<file path="src/rtl/trng_collector.sv">
// trng_collector: ring-oscillator sampler with warm-up, health test and word packer.
// Define TRNG_VON_NEUMANN_EN to debias tick samples before packing.
module trng_collector #(
  parameter int WIDTH      = 32,
  parameter int SAMPLE_DIV = 4,
  parameter int WARMUP     = 64,
  parameter int REP_LIMIT  = 16
) (
  input  logic             clk,
  input  logic             rst_n,
  input  logic             enable,
  input  logic             raw_in,
  output logic             trng_en,
  output logic [WIDTH-1:0] data_o,
  output logic             valid_o,
  input  logic             ready_i,
  output logic             health_fail_o
);

  localparam int DW = (SAMPLE_DIV > 1) ? $clog2(SAMPLE_DIV) : 1;
  localparam int WW = (WARMUP > 1) ? $clog2(WARMUP) : 1;
  localparam int RW = $clog2(REP_LIMIT + 1);
  localparam int BW = $clog2(WIDTH);

  typedef enum logic [2:0] {
    S_IDLE, S_WARM, S_COLL, S_FULL, S_FAIL
  } state_t;

  state_t            state;
  logic [1:0]        sync;
  logic [DW-1:0]     div_cnt;
  logic [WW-1:0]     warm_cnt;
  logic [RW-1:0]     rep_cnt;
  logic [RW-1:0]     rep_nxt;
  logic [BW-1:0]     bit_cnt;
  logic [WIDTH-2:0]  shreg;
  logic [WIDTH-1:0]  word_nxt;
  logic              prev;
  logic              sample;
  logic              tick;
  logic              trip;
  logic              acc;
  logic              acc_bit;

  assign sample = sync[1];
  assign tick = (state == S_WARM || state == S_COLL)
             && (div_cnt == DW'(SAMPLE_DIV - 1));

  // rep_cnt == 0 marks "no sample seen since WARMUP entry"
  always_comb begin
    rep_nxt = RW'(1);
    if (rep_cnt != '0 && sample == prev) rep_nxt = rep_cnt + 1'b1;
  end

  assign trip = tick && (rep_nxt == RW'(REP_LIMIT));
  assign word_nxt = {shreg, acc_bit};

`ifdef TRNG_VON_NEUMANN_EN
  logic pair_ph;
  logic pair_bit;

  assign acc = tick && state == S_COLL && pair_ph && (pair_bit != sample);
  assign acc_bit = pair_bit;

  always_ff @(posedge clk) begin
    if (!rst_n || state != S_COLL) begin
      pair_ph  <= 1'b0;
      pair_bit <= 1'b0;
    end else if (tick) begin
      pair_ph <= ~pair_ph;
      if (!pair_ph) pair_bit <= sample;
    end
  end
`else
  assign acc = tick && state == S_COLL;
  assign acc_bit = sample;
`endif

  always_ff @(posedge clk) begin
    if (!rst_n) begin
      state         <= S_IDLE;
      sync          <= '0;
      div_cnt       <= '0;
      warm_cnt      <= '0;
      rep_cnt       <= '0;
      bit_cnt       <= '0;
      shreg         <= '0;
      prev          <= 1'b0;
      trng_en       <= 1'b0;
      data_o        <= '0;
      valid_o       <= 1'b0;
      health_fail_o <= 1'b0;
    end else begin
      sync <= {sync[0], raw_in};
      if (!enable) begin
        state         <= S_IDLE;
        div_cnt       <= '0;
        warm_cnt      <= '0;
        rep_cnt       <= '0;
        bit_cnt       <= '0;
        shreg         <= '0;
        prev          <= 1'b0;
        trng_en       <= 1'b0;
        valid_o       <= 1'b0;
        health_fail_o <= 1'b0;
      end else begin
        unique case (state)
          S_IDLE: begin
            state   <= (WARMUP == 0) ? S_COLL : S_WARM;
            trng_en <= 1'b1;
            div_cnt <= '0;
          end
          S_WARM, S_COLL: begin
            div_cnt <= tick ? '0 : div_cnt + 1'b1;
            if (tick) begin
              rep_cnt <= rep_nxt;
              prev    <= sample;
            end
            // a trip wins over word completion on the same tick
            if (trip) begin
              state         <= S_FAIL;
              trng_en       <= 1'b0;
              health_fail_o <= 1'b1;
            end else if (tick && state == S_WARM) begin
              if (warm_cnt == WW'(WARMUP - 1)) state <= S_COLL;
              else warm_cnt <= warm_cnt + 1'b1;
            end else if (acc) begin
              shreg <= word_nxt[WIDTH-2:0];
              if (bit_cnt == BW'(WIDTH - 1)) begin
                data_o  <= word_nxt;
                valid_o <= 1'b1;
                bit_cnt <= '0;
                state   <= S_FULL;
              end else begin
                bit_cnt <= bit_cnt + 1'b1;
              end
            end
          end
          S_FULL: begin
            div_cnt <= '0;
            if (ready_i) begin
              valid_o <= 1'b0;
              state   <= S_COLL;
            end
          end
          S_FAIL: begin
            trng_en <= 1'b0;
            valid_o <= 1'b0;
          end
          default: state <= S_IDLE;
        endcase
      end
    end
  end

endmodule

</file>
<file path="config.mk">
export PLATFORM = sky130hd
export DESIGN_NAME = trng_collector
export DESIGN_NICKNAME = d
export VERILOG_FILES = /design/src/rtl/trng_collector.sv
export SDC_FILE = /design/constraint.sdc
export NUM_CORES = 1
export LEC_CHECK = 0
export BUFFER_PORTS_ARGS = -buffer_cell sky130_fd_sc_hd__buf_2
export CORE_MARGIN = 4
export CORE_UTILIZATION = 24
export DETAILED_ROUTE_END_ITERATION = 12
export PLACE_DENSITY = 0.36
export REMOVE_ABC_BUFFERS = 1
export SYNTH_ARGS = -nofsm -noshare
export SYNTH_HDL_FRONTEND = slang
export SYNTH_SLANG_ARGS = --single-unit
</file>
<file path="constraint.sdc">
create_clock -name clk -period 4 [get_ports clk]
set_input_delay 0.2 -clock clk [delete_from_list [all_inputs] [get_ports clk]]
set_output_delay 0.2 -clock clk [all_outputs]
set_load 0.01 [all_outputs]
</file>
# After elaboration in Yosys (flattened, before gate mapping)
# Index checks and enable logic that the tools add are counted.
# word_totals
regBits	90
input_bits	5
output_inout_bits	35
elab_cells	79
# op_classes
n_addsub	4
eq_ne	18
muxes	19
bitwise	4
n_reduce_logical	22
# op_table
op	n
2-to-1 mux 3 bit	6
!= test 2 bit (second input constant)	6
!= test 4 bit (second input constant)	3
case mux 3 bit (4 select lines)	1
AND reduction 6 bit	2
adder 5 x 1 -> 5 bit (second input constant)	2
equality test 5 bit (second input constant)	2
2-to-1 mux 5 bit	2
AND reduction 2 bit	4
AND reduction 4 bit	2
adder 6 x 1 -> 6 bit (second input constant)	1
equality test 3 x 2 -> 1 bit (second input constant)	2
equality test 6 bit (second input constant)	1
2-to-1 mux 1 bit	6
case mux 1 bit (3 select lines)	2
nonzero test 3 bit	2
logical AND 1 bit	5
AND reduction 5 bit	1
nonzero test 5 bit	1
NOT 1 bit	4
case mux 2 bit (2 select lines)	1
OR reduction 2 bit	2
equality test 3 x 1 -> 1 bit (second input constant)	1
equality test 3 bit (second input constant)	1
other kinds (7)	7

# Logic depth before layout (Yosys ltp)
# Gate-level depths: netlist of run 1.
# depth
depth_word	8
ltp_mapped	9
mapped_depth_nobuf	8

# Worst setup path after synthesis of run 1
# No wires, ideal clock.
# synth_path
path_type	register -> register
from	register rep_cnt[0]
to	register shreg[10]
setup_time_ps	121
t_arrival_ps	1833
t_required_ps	3879
setup_slack_ps	2046
stages_incl_launch_ff	9
path_buffers	2
synth_period_minus_slack_ps	1954
path_cell_list	dfxtp_1 > inv_1 > ha_1 > nor4_1 > o211a_2 > buf_6 > nor2_2 > buf_4 > mux2i_1
# synth_between
elab_chain_cells	7
word_cells_on_any_way	8
classes_between	add/sub (1); eq/ne (1); mux (1); bitwise (1); reduce/logical (4)
# synth_rtl
element	line_no	text
start, declared	33	logic [RW-1:0] rep_cnt;
start signal, assigned	116	rep_cnt <= rep_nxt;
parallel branches: the longest is 2 deep, another holds adder 5 x 1 -> 5 bit	--	
2-to-1 mux 5 bit (*)	52	if (rep_cnt != '0 && sample == prev) rep_nxt = rep_cnt + 1'b1;
equality test 5 bit (*)	55	assign trip = tick && (rep_nxt == RW'(REP_LIMIT));
logical AND 1 bit (*)	55	
NOT 1 bit (no line) (*)	--	
AND reduction 4 bit (no line) (*)	--	
end signal, assigned	128	shreg <= word_nxt[WIDTH-2:0];
end, declared	36	logic [WIDTH-2:0] shreg;
# Mark *: on every way between the ends.
# A chain may end at the register's enable or synchronous reset.

# Final worst setup path of run 1
# layout_path
from	register rep_cnt[1]
to	register shreg[29]
# Same word-level chain as after synthesis.

==> impl_metrics.xml, run 1 <==
<?xml version="1.0" encoding="UTF-8"?>
<metrics>
  <group name="drt">
    <metric name="top_layer_used" unit="">met4</metric>
    <metric name="drt-initial-drc-count" unit="">108</metric>
    <metric name="postRouteAntennaNets" unit="">0</metric>
    <metric name="dr_total_vias" unit="">2875</metric>
    <metric name="firstDrtPassIters" unit="">4</metric>
    <metric name="post_drt_wl_per_cell" unit="um">12.8</metric>
    <metric name="wl_met2" unit="um">3810</metric>
    <metric name="drt-vias-per-instance" unit="">4.40</metric>
    <metric name="wl_met3" unit="um">274</metric>
    <metric name="routedLengthMet1" unit="um">4080</metric>
    <metric name="drcViolationCount" unit="">0</metric>
    <metric name="routed_wl" unit="um">8340</metric>
  </group>
  <group name="setup_path">
    <metric name="r2r_slack" unit="ns">1.44</metric>
    <metric name="required" unit="ns">4.22</metric>
    <metric name="criticalPathCategory" unit="">register to register</metric>
    <metric name="cp_slowest_stage_delay" unit="ns">0.58</metric>
    <metric name="r2r_cells" unit="">7</metric>
    <metric name="timing.critical_path.slowest_stage_cell" unit="">sky130_fd_sc_hd__o211a_2</metric>
    <metric name="critical_path.endpoint_type" unit="">register</metric>
    <metric name="regToRegEndpoint" unit="">shreg[29]$_SDFFE_PN0P_</metric>
    <metric name="critical_path.startpoint_type" unit="">register</metric>
    <metric name="critical_path.reg2reg.startpoint" unit="">rep_cnt[1]$_SDFFE_PN0P_</metric>
    <metric name="cp_max_fo" unit="">22</metric>
    <metric name="critPathArrivalTime" unit="ns">2.78</metric>
    <metric name="timing.critical_path.cells" unit="">inv_1 -&gt; ha_1 -&gt; nor4_1 -&gt; o211a_2 -&gt; nor2_4 -&gt; buf_4 -&gt; mux2i_1</metric>
  </group>
  <group name="timing">
    <metric name="final_hold_viols" unit="">0</metric>
    <metric name="fmax" unit="GHz">0.391</metric>
    <metric name="timing.final.crit_period" unit="ns">2.56</metric>
    <metric name="hold_slack" unit="ns">0.0707</metric>
    <metric name="setup-violations-final" unit="">0</metric>
    <metric name="slew_viol_final" unit="">0</metric>
    <metric name="clock_skew" unit="ns">0.00567</metric>
    <metric name="setup_total_negative_slack" unit="ns">0</metric>
    <metric name="setup_slack" unit="ns">1.44</metric>
    <metric name="worst_slew_margin_rel" unit="%">40.0</metric>
    <metric name="rsz0062_at_grt" unit="">no</metric>
    <metric name="timing_worst_slew_pin_value" unit="ns">0.897</metric>
    <metric name="final_cycle_utilization_of_the_critical_path" unit="%">63.9</metric>
  </group>
  <group name="yosys">
    <metric name="synth_cell_type_count" unit="">47</metric>
    <metric name="syn_inst" unit="">410</metric>
    <metric name="synth_area_per_cell" unit="sq um">9.20</metric>
    <metric name="post_synth_edffs" unit="">0</metric>
    <metric name="ys.warnings.count" unit="">0</metric>
    <metric name="asyncSetResetFlopFracSynth" unit="%">0</metric>
    <metric name="synth_top_cell_by_area" unit="">sky130_fd_sc_hd__dfxtp_1</metric>
    <metric name="synth-main-ff-cell" unit="">sky130_fd_sc_hd__dfxtp_1</metric>
    <metric name="syn-cell-area" unit="sq um">3770</metric>
    <metric name="synth.yosys.seq_area_share" unit="%">47.7</metric>
    <metric name="synth.top_cells.by_area" unit="">sky130_fd_sc_hd__dfxtp_1 48%, sky130_fd_sc_hd__mux2i_1 17%, sky130_fd_sc_hd__nand2_1 10%</metric>
    <metric name="postSynthRegisterBits" unit="">90</metric>
    <metric name="synth_top_area_share" unit="%">47.7</metric>
  </group>
  <group name="die">
    <metric name="core-area" unit="sq um">15300</metric>
    <metric name="horiz_die_dim" unit="um">133</metric>
    <metric name="die_height" unit="um">133</metric>
    <metric name="die_area" unit="sq um">17800</metric>
    <metric name="floorplan.io_pins" unit="">40</metric>
    <metric name="rows" unit="">45</metric>
    <metric name="initial_core_util" unit="%">24.6</metric>
  </group>
  <group name="placed_design">
    <metric name="dpl_worst_slack" unit="ns">1.44</metric>
    <metric name="dp_hpwl" unit="um">5340</metric>
    <metric name="routabilityCongestion" unit="">0.762</metric>
    <metric name="portBuffers" unit="">39</metric>
  </group>
  <group name="global_routing">
    <metric name="largest_net_degree_at_the_start_of_global_routing" unit="">58</metric>
    <metric name="wire_length_of_the_first_global_routing_pass" unit="um">14200</metric>
    <metric name="grt-ovfl-total" unit="">0</metric>
    <metric name="grt.total_usage" unit="%">9.84</metric>
    <metric name="vias_in_the_first_global_route" unit="">2904</metric>
    <metric name="antenna_found_initial" unit="">0</metric>
  </group>
  <group name="layout">
    <metric name="area.growth.synth_to_final" unit="%">17.0</metric>
    <metric name="drive_above_1_share" unit="%">14.7</metric>
    <metric name="fill_cells" unit="">1693</metric>
    <metric name="mostFrequentLayoutCells" unit="">103 x sky130_fd_sc_hd__nand2_1, 90 x sky130_fd_sc_hd__dfxtp_1, 63 x sky130_fd_sc_hd__mux2i_1</metric>
    <metric name="n_antenna_cell" unit="">0</metric>
    <metric name="layout_commonest_cell" unit="">sky130_fd_sc_hd__nand2_1</metric>
    <metric name="fin_nets" unit="">449</metric>
  </group>
  <group name="power_and_ir_drop">
    <metric name="power.density" unit="nW/um^2">395</metric>
    <metric name="static-leakage-power" unit="nW">1.52</metric>
    <metric name="total_power" unit="W">0.00175</metric>
    <metric name="vdd_ir_drop_max" unit="mV">0.172</metric>
  </group>
  <group name="worst_hold_path">
    <metric name="hp-start" unit="">raw_in</metric>
    <metric name="hold_path_class" unit="">input port to register</metric>
    <metric name="hold_depth" unit="">2</metric>
    <metric name="worst_hold_path.endpoint" unit="">sync[0]$_SDFF_PN0_</metric>
  </group>
  <group name="clock_tree">
    <metric name="post_cts_resized" unit="">0</metric>
    <metric name="postCtsHoldBufs" unit="">0</metric>
    <metric name="clkTransAtPathRegs" unit="ns">0.06</metric>
    <metric name="clock_tree_from_tritoncts" unit="">built</metric>
    <metric name="clockRootBuffer" unit="">sky130_fd_sc_hd__clkbuf_16</metric>
    <metric name="cts_buffers" unit="">9</metric>
    <metric name="max-clock-path-buffers" unit="">2</metric>
    <metric name="htree_levels" unit="">3</metric>
    <metric name="cts.repair_timing.setup_buffer_count" unit="">0</metric>
    <metric name="clock_net_sink_count" unit="">90</metric>
    <metric name="clock_latency" unit="ns">0.34</metric>
  </group>
  <group name="run_status">
    <metric name="outcome" unit="">completed</metric>
  </group>
  <group name="flow_run">
    <metric name="cap_viol_max_count" unit="">0</metric>
  </group>
</metrics>
[cells by family (layout without fill, tap and decap cells)]
family	count (synthesis)	in the layout	share of synthesized area (%)
AOI/OAI and AO/OA	51	51	8.29
DFF	90	90	47.7
adders and majority gates	6	6	1.99
and+or+nand+nor	167	167	20.5
buffers and inverters	30	63	4.08
xor gates and xnor gates	3	3	0.696
muxes	63	63	16.7
[per-stage QoR]
step	instance area [sq um]	utilization, %	std cells
floorplan	3630	-	384
finish	4420	28.8	654
CTS	4420	28.8	654
global route	4420	28.8	654
detailed placement	4130	27.0	638
global placement	4130	27.0	638
[worst max-delay path by stage]
stage | from | to
global placement | rep_cnt[0]$_SDFFE_PN0P_ | shreg[25]$_SDFFE_PN0P_
floorplan | rep_cnt[0]$_SDFFE_PN0P_ | data_o[0]$_SDFFE_PN0P_
CTS | rep_cnt[0]$_SDFFE_PN0P_ | shreg[0]$_SDFFE_PN0P_
detailed placement | rep_cnt[0]$_SDFFE_PN0P_ | shreg[0]$_SDFFE_PN0P_
finish | rep_cnt[1]$_SDFFE_PN0P_ | shreg[29]$_SDFFE_PN0P_
global route | rep_cnt[0]$_SDFFE_PN0P_ | shreg[2]$_SDFFE_PN0P_
[synth_stat cells (4+ instances only)]
cell type	instances
sky130_fd_sc_hd__inv_1	4
sky130_fd_sc_hd__buf_4	6
sky130_fd_sc_hd__nand2_1	103
sky130_fd_sc_hd__ha_1	6
sky130_fd_sc_hd__nand3b_1	4
sky130_fd_sc_hd__or4_1	5
sky130_fd_sc_hd__nand2b_1	4
sky130_fd_sc_hd__a21oi_1	20
sky130_fd_sc_hd__mux2i_1	63
sky130_fd_sc_hd__nand3_1	13
sky130_fd_sc_hd__nor2_1	11
sky130_fd_sc_hd__dfxtp_1	90
sky130_fd_sc_hd__o21ai_0	13
sky130_fd_sc_hd__clkbuf_1	15
sky130_fd_sc_hd__and2_1	4
[registers in the layout, indices dropped and copies added (netlist names)]
name and flops:
sync 2, rep_cnt 5, data_o 32, prev 1, state 3, warm_cnt 6, bit_cnt 5, trng_en 1
health_fail_o 1, shreg 31, div_cnt 2, valid_o 1
[power by group]
group / internal (W) / leakage [nW] / total, W / switching [W]
registers: 0.000898 / 0.725 / 0.000902 / 0.00000342
logic: 0.00000737 / 0.656 / 0.0000320 / 0.0000247
clock network: 0.000455 / 0.139 / 0.000812 / 0.000357
[cell type report]
cell class | instances | area [sq um] | share of cell area (%)
Tap cell | 211 | 264 | 5.98
Clock inverter | 4 | 26.3 | 0.595
Sequential cell | 90 | 1800 | 40.8
Timing Repair Buffer | 43 | 225 | 5.10
Inverter | 4 | 15.0 | 0.340
Clock buffer | 12 | 256 | 5.81
Multi-Input combinational cell | 290 | 1830 | 41.4
[worst max-delay path, delay by kind of cell (launching register included)]
| family | cells | cell delay, ns |
|---|---|---|
| adder cells (fa/ha/maj) | 1 | 0.29 |
| AND/OR/NAND/NOR | 2 | 0.64 |
| flip-flops | 1 | 0.42 |
| AO/OA/AOI/OAI | 1 | 0.58 |
| multiplexers | 1 | 0.14 |
| buffers and inverters | 2 | 0.35 |
[per-layer routing]
metal	vias up	track usage, %
met3	15	2.23
met5	-	0
li1	1470	-
met2	38	15.6
met1	1352	12.6
met4	0	5.03
Note: power is estimated with default switching activity, not from simulation.
==> run 2, diff against run 1 <==
Settings changed: PLACE_DENSITY 0.36 to 0.38.
Clock period 4 ns to 2.2 ns, I/O delays scaled along.
==> impl_metrics.xml, run 2 (synthesized netlist as in run 1, its figures left out) <==
<?xml version="1.0" encoding="UTF-8"?>
<metrics>
  <group name="run_status">
    <metric name="outcome" unit="">completed</metric>
  </group>
  <group name="global_routing">
    <metric name="vias_in_the_first_global_route" unit="">2922</metric>
    <metric name="largest_net_degree_at_the_start_of_global_routing" unit="">67</metric>
    <metric name="grt.total_usage" unit="%">10.0</metric>
    <metric name="antenna_found_initial" unit="">1</metric>
    <metric name="wire_length_of_the_first_global_routing_pass" unit="um">14400</metric>
    <metric name="grt-ovfl-total" unit="">0</metric>
  </group>
  <group name="setup_path">
    <metric name="critical_path.startpoint_type" unit="">register</metric>
    <metric name="timing.critical_path.slowest_stage_cell" unit="">sky130_fd_sc_hd__nor2_4</metric>
    <metric name="critPathArrivalTime" unit="ns">2.32</metric>
    <metric name="cp_slowest_stage_delay" unit="ns">0.49</metric>
    <metric name="required" unit="ns">2.47</metric>
    <metric name="r2r_cells" unit="">8</metric>
    <metric name="cp_max_fo" unit="">15</metric>
    <metric name="timing.critical_path.cells" unit="">inv_1 -&gt; ha_1 -&gt; inv_1 -&gt; o41a_1 -&gt; o211a_2 -&gt; buf_4 -&gt; nor2_4 -&gt; mux2i_1</metric>
    <metric name="critical_path.endpoint_type" unit="">register</metric>
    <metric name="criticalPathCategory" unit="">register to register</metric>
    <metric name="crit_path_frequent_cell" unit="">sky130_fd_sc_hd__inv_1</metric>
  </group>
  <group name="power_and_ir_drop">
    <metric name="p_clk_share" unit="%">49.7</metric>
    <metric name="static-leakage-power" unit="nW">1.68</metric>
    <metric name="net_sw_power" unit="W">0.000681</metric>
    <metric name="vdd_ir_drop_max" unit="mV">0.376</metric>
    <metric name="power.density" unit="nW/um^2">720</metric>
    <metric name="comb_power_share" unit="%">2.1</metric>
    <metric name="p_int" unit="W">0.00271</metric>
    <metric name="power.share.switching" unit="%">20.1</metric>
    <metric name="share_seq_of_total_power" unit="%">48.2</metric>
  </group>
  <group name="layout">
    <metric name="fin_nets" unit="">474</metric>
    <metric name="drive_above_1_share" unit="%">19.4</metric>
    <metric name="max_flop_register" unit="">data_o</metric>
    <metric name="largest_register_ffs" unit="">32</metric>
    <metric name="layout_commonest_cell" unit="">sky130_fd_sc_hd__nand2_1</metric>
    <metric name="final_area" unit="sq um">4710</metric>
    <metric name="mostFrequentLayoutCells" unit="">103 x sky130_fd_sc_hd__nand2_1, 90 x sky130_fd_sc_hd__dfxtp_1, 63 x sky130_fd_sc_hd__mux2i_1</metric>
    <metric name="area.growth.synth_to_final" unit="%">24.9</metric>
    <metric name="total_area_of_multi_input_combinational_cells" unit="sq um">1860</metric>
    <metric name="fill_cells" unit="">1653</metric>
    <metric name="final-seq-area" unit="sq um">1800</metric>
    <metric name="reg.largest.list" unit="">data_o (32), shreg (31), warm_cnt (6)</metric>
    <metric name="n_antenna_cell" unit="">0</metric>
    <metric name="final_core_util" unit="%">30.8</metric>
  </group>
  <group name="timing">
    <metric name="timing.final.crit_period" unit="ns">2.04</metric>
    <metric name="setup_slack" unit="ns">0.157</metric>
    <metric name="slew_viol_final" unit="">0</metric>
    <metric name="timing_worst_slew_pin_value" unit="ns">0.853</metric>
    <metric name="hold_slack" unit="ns">0.196</metric>
    <metric name="setup-violations-final" unit="">0</metric>
    <metric name="worst_slew_margin_rel" unit="%">42.4</metric>
    <metric name="final_cycle_utilization_of_the_critical_path" unit="%">92.9</metric>
    <metric name="setup_total_negative_slack" unit="ns">0</metric>
    <metric name="rsz0062_at_grt" unit="">no</metric>
    <metric name="final_hold_viols" unit="">0</metric>
    <metric name="clock_skew" unit="ns">0.00866</metric>
    <metric name="fmax" unit="GHz">0.489</metric>
  </group>
  <group name="drt">
    <metric name="drt-initial-drc-count" unit="">115</metric>
    <metric name="routed_wl" unit="um">8540</metric>
    <metric name="post_drt_wl_per_cell" unit="um">12.6</metric>
    <metric name="postRouteAntennaNets" unit="">0</metric>
    <metric name="firstDrtPassIters" unit="">4</metric>
    <metric name="dr_total_vias" unit="">2998</metric>
    <metric name="drt-vias-per-instance" unit="">4.42</metric>
    <metric name="drcViolationCount" unit="">0</metric>
  </group>
  <group name="clock_tree">
    <metric name="htree_levels" unit="">3</metric>
    <metric name="clock_latency" unit="ns">0.34</metric>
    <metric name="max-clock-path-buffers" unit="">2</metric>
    <metric name="clockRootBuffer" unit="">sky130_fd_sc_hd__clkbuf_16</metric>
    <metric name="cts_buffers" unit="">9</metric>
    <metric name="clock_net_sink_count" unit="">90</metric>
    <metric name="clock_tree_from_tritoncts" unit="">built</metric>
    <metric name="clkTransAtPathRegs" unit="ns">0.06</metric>
  </group>
  <group name="die">
    <metric name="initial_core_util" unit="%">24.6</metric>
    <metric name="die_area" unit="sq um">17800</metric>
    <metric name="die_height" unit="um">133</metric>
    <metric name="rows" unit="">45</metric>
    <metric name="core-area" unit="sq um">15300</metric>
    <metric name="horiz_die_dim" unit="um">133</metric>
    <metric name="floorplan.io_pins" unit="">40</metric>
  </group>
  <group name="flow_run">
    <metric name="cap_viol_max_count" unit="">0</metric>
  </group>
  <group name="worst_hold_path">
    <metric name="hold_depth" unit="">5</metric>
    <metric name="hold_path_class" unit="">input port to register</metric>
  </group>
  <group name="placed_design">
    <metric name="dpl_cell_area" unit="sq um">4300</metric>
    <metric name="dpl_worst_slack" unit="ns">-0.128</metric>
    <metric name="routabilityCongestion" unit="">0.756</metric>
    <metric name="portBuffers" unit="">39</metric>
    <metric name="dp_hpwl" unit="um">5590</metric>
  </group>
</metrics>
-- run 2: timing repair --
action,in CTS,in global routing
resized for setup,1,6
hold endpoints to repair,1,0
endpoints found under the setup margin,33,51
setup buffers,1,1
gates cloned,1,0
hold buffers,1,0
pin swaps,2,1
-- run 2: critical path: cells and delay by family, from the launching register on --
family / cells / cell delay [ns]
simple gates: 1 / 0.49
flops: 1 / 0.32
mux: 1 / 0.24
buf+inv: 3 / 0.29
compound gates: 2 / 0.48
fa+ha+maj: 1 / 0.15
-- run 2: layout make-up --
type | count | area share (%)
clock inverter | 4 | 1.57
tap | 211 | 5.60
sequential | 90 | 38.2
clock buffer | 12 | 5.44
multi-input combinational | 291 | 39.5
inverter | 4 | 0.319
timing repair buffer | 67 | 9.35
-- run 2: metrics by stage --
stage	power [W]	instances
6_report	0.00339	679
3_5_place_dp	0.00174	659
5_1_grt	0.00354	679
3_3_place_gp	0.00174	659
4_1_cts	0.00346	678
2_1_floorplan	0.00170	384
-- run 2: power groups by stage --
stage	clock network (W)	logic (W)	registers, W
2_1_floorplan	0	0.0000224	0.00167
3_3_place_gp	0	0.0000704	0.00167
3_5_place_dp	0	0.0000701	0.00167
4_1_cts	0.00176	0.0000717	0.00164
5_1_grt	0.00182	0.0000791	0.00164
6_report	0.00169	0.0000697	0.00164
-- run 2: final timing paths --
check / end / from / slack [ns]
worst max register to register: shreg[11]$_SDFFE_PN0P_ / rep_cnt[0]$_SDFFE_PN0P_ / 0.16
worst max-delay path: shreg[11]$_SDFFE_PN0P_ / rep_cnt[0]$_SDFFE_PN0P_ / 0.16
worst min register to register: sync[1]$_SDFF_PN0_ / sync[0]$_SDFF_PN0_ / 0.45
worst min-delay path: state[0]$_SDFFE_PN0P_ / ready_i / 0.20
-- run 2: layer usage --
metal,GRT usage [%],vias to the layer above,part of all wire (%)
li1,-,1525,-
met1,13.3,1406,49
met2,14.9,48,44
met3,2.38,17,3.5
met4,5.60,2,2.6
met5,0,-,0.15
==> run 3, diff against run 2 <==
==> constraint.sdc (replaced) <==
create_clock -name clk -period 2.2 [get_ports clk]
set_input_delay 0.44 -clock clk [delete_from_list [all_inputs] [get_ports clk]]
set_output_delay 0.44 -clock clk [all_outputs]
set_load 0.01 [all_outputs]
==> impl_metrics.xml, run 3 (synthesized netlist as in run 1, its figures left out) <==
<?xml version="1.0" encoding="UTF-8"?>
<metrics>
  <group name="run_status">
    <metric name="outcome" unit="">completed</metric>
  </group>
  <group name="placed_design">
    <metric name="placedCellCount" unit="">659</metric>
    <metric name="dp_hpwl" unit="um">5540</metric>
    <metric name="routabilityCongestion" unit="">0.787</metric>
    <metric name="portBuffers" unit="">39</metric>
  </group>
  <group name="timing">
    <metric name="slew_viol_final" unit="">0</metric>
    <metric name="setup-violations-final" unit="">0</metric>
    <metric name="clock_skew" unit="ns">0.00880</metric>
    <metric name="timing.final.crit_period" unit="ns">2.05</metric>
    <metric name="hold_slack" unit="ns">0.307</metric>
    <metric name="timing_worst_slew_pin_value" unit="ns">0.743</metric>
    <metric name="final_cycle_utilization_of_the_critical_path" unit="%">93.3</metric>
    <metric name="fmax" unit="GHz">0.487</metric>
    <metric name="rsz0062_at_grt" unit="">yes</metric>
    <metric name="final_hold_viols" unit="">0</metric>
    <metric name="setup_total_negative_slack" unit="ns">0</metric>
    <metric name="worst_slew_margin_rel" unit="%">49.8</metric>
  </group>
  <group name="drt">
    <metric name="postRouteAntennaNets" unit="">0</metric>
    <metric name="drt-initial-drc-count" unit="">93</metric>
    <metric name="drcViolationCount" unit="">0</metric>
    <metric name="drt-vias-per-instance" unit="">4.39</metric>
    <metric name="firstDrtPassIters" unit="">4</metric>
    <metric name="routed_wl" unit="um">8470</metric>
    <metric name="dr_total_vias" unit="">2971</metric>
    <metric name="post_drt_wl_per_cell" unit="um">12.5</metric>
  </group>
  <group name="die">
    <metric name="die_area" unit="sq um">17800</metric>
    <metric name="die_height" unit="um">133</metric>
    <metric name="horiz_die_dim" unit="um">133</metric>
    <metric name="rows" unit="">45</metric>
    <metric name="floorplan.io_pins" unit="">40</metric>
    <metric name="core-area" unit="sq um">15300</metric>
    <metric name="initial_core_util" unit="%">24.6</metric>
  </group>
  <group name="clock_tree">
    <metric name="clock_tree_from_tritoncts" unit="">built</metric>
    <metric name="clock_net_sink_count" unit="">90</metric>
    <metric name="postCtsHoldBufs" unit="">0</metric>
    <metric name="clkTransAtPathRegs" unit="ns">0.06</metric>
    <metric name="clockRootBuffer" unit="">sky130_fd_sc_hd__clkbuf_16</metric>
    <metric name="clock_latency" unit="ns">0.34</metric>
    <metric name="htree_levels" unit="">3</metric>
    <metric name="cts_buffers" unit="">9</metric>
    <metric name="max-clock-path-buffers" unit="">2</metric>
  </group>
  <group name="power_and_ir_drop">
    <metric name="power.density" unit="nW/um^2">701</metric>
    <metric name="vdd_ir_drop_max" unit="mV">0.287</metric>
    <metric name="static-leakage-power" unit="nW">1.65</metric>
    <metric name="total_power" unit="W">0.00325</metric>
  </group>
  <group name="layout">
    <metric name="reg.largest.list" unit="">data_o (32), shreg (31), warm_cnt (6)</metric>
    <metric name="drive_above_1_share" unit="%">19.1</metric>
    <metric name="area.growth.synth_to_final" unit="%">22.9</metric>
    <metric name="final_core_util" unit="%">30.3</metric>
    <metric name="max_flop_register" unit="">data_o</metric>
    <metric name="fin_nets" unit="">472</metric>
    <metric name="mostFrequentLayoutCells" unit="">103 x sky130_fd_sc_hd__nand2_1, 90 x sky130_fd_sc_hd__dfxtp_1, 63 x sky130_fd_sc_hd__mux2i_1</metric>
    <metric name="n_antenna_cell" unit="">0</metric>
    <metric name="largest_register_ffs" unit="">32</metric>
    <metric name="fill_cells" unit="">1662</metric>
    <metric name="layout_commonest_cell" unit="">sky130_fd_sc_hd__nand2_1</metric>
    <metric name="final_cell_count_no_fill" unit="">677</metric>
  </group>
  <group name="global_routing">
    <metric name="wire_length_of_the_first_global_routing_pass" unit="um">14000</metric>
    <metric name="grt.total_usage" unit="%">9.76</metric>
    <metric name="antenna_found_initial" unit="">1</metric>
    <metric name="largest_net_degree_at_the_start_of_global_routing" unit="">67</metric>
    <metric name="vias_in_the_first_global_route" unit="">2861</metric>
    <metric name="grt-ovfl-total" unit="">0</metric>
  </group>
  <group name="setup_path">
    <metric name="timing.critical_path.cells" unit="">buf_4 -&gt; or3b_1 -&gt; a21oi_1 -&gt; o211a_2 -&gt; buf_6 -&gt; nor2_4 -&gt; buf_4 -&gt; mux2i_1</metric>
    <metric name="cp_max_fo" unit="">21</metric>
    <metric name="timing.critical_path.slowest_stage_cell" unit="">sky130_fd_sc_hd__or3b_1</metric>
    <metric name="critical_path.startpoint_type" unit="">register</metric>
    <metric name="cp_slowest_stage_delay" unit="ns">0.36</metric>
    <metric name="critical_path.endpoint_type" unit="">register</metric>
    <metric name="required" unit="ns">2.43</metric>
    <metric name="crit_path_frequent_cell" unit="">sky130_fd_sc_hd__buf_4</metric>
    <metric name="critPathArrivalTime" unit="ns">2.28</metric>
    <metric name="criticalPathCategory" unit="">register to register</metric>
  </group>
  <group name="worst_hold_path">
    <metric name="hold_path_class" unit="">input port to register</metric>
  </group>
  <group name="flow_run">
    <metric name="cap_viol_max_count" unit="">0</metric>
  </group>
</metrics>
[run 3: area by class of cell]
class / count / area (sq um) / share of cell area, %
sequential: 90 / 1800 / 38.8
timing repair buffer: 65 / 419 / 9.03
clock inverter: 6 / 65.1 / 1.40
inverter: 4 / 15.0 / 0.324
tap: 211 / 264 / 5.69
multi-input combinational: 291 / 1850 / 39.8
clock buffer: 10 / 229 / 4.94
[run 3: stage by stage]
| stage | cell area (sq um) | worst slack [ns] |
|---|---|---|
| 2_1_floorplan | 3630 | -0.536 |
| 3_3_place_gp | 4300 | -0.0804 |
| 3_5_place_dp | 4300 | -0.158 |
| 4_1_cts | 4610 | 0.0311 |
| 6_report | 4640 | 0.147 |
| 5_1_grt | 4640 | -0.0176 |
[run 3: critical path: cells and delay by family, from the launching register on]
kind,cells,cell delay [ns]
simple gates,2,0.43
compound gates,2,0.50
mux,1,0.13
buf+inv,3,0.55
flops,1,0.32
[run 3: final timing paths]
path / from / endpoint / slack [ns] / depth (start not counted)
setup / recovery: rep_cnt[1]$_SDFFE_PN0P_ / data_o[3]$_SDFFE_PN0P_ / 0.15 / 8
hold reg to reg: sync[0]$_SDFF_PN0_ / sync[1]$_SDFF_PN0_ / 0.44 / 1
setup reg to reg: rep_cnt[1]$_SDFFE_PN0P_ / data_o[3]$_SDFFE_PN0P_ / 0.15 / 8
hold / removal: raw_in / sync[0]$_SDFF_PN0_ / 0.31 / 2
[run 3: report_power, final]
part | switching, W | internal (W)
sequential | 0.00000257 | 0.00163
combinational | 0.0000492 | 0.0000183
clock | 0.000666 | 0.000885
total | 0.000718 | 0.00254
[run 3: metal layers]
metal | part of all wire (%) | GRT usage (%)
met3 | 4.6 | 2.87
met4 | 2.0 | 4.63
met2 | 43 | 14.9
met5 | 0.14 | 0
met1 | 50 | 12.7
[run 3: what timing repair did]
item                                   4_1_cts  5_1_grt
pin swaps                                    1        1
gates resized for setup                      2        1
setup endpoints to repair                   31       32
setup buffers                                0        1
endpoints found under the hold margin        0        0
gates cloned                                 1        0
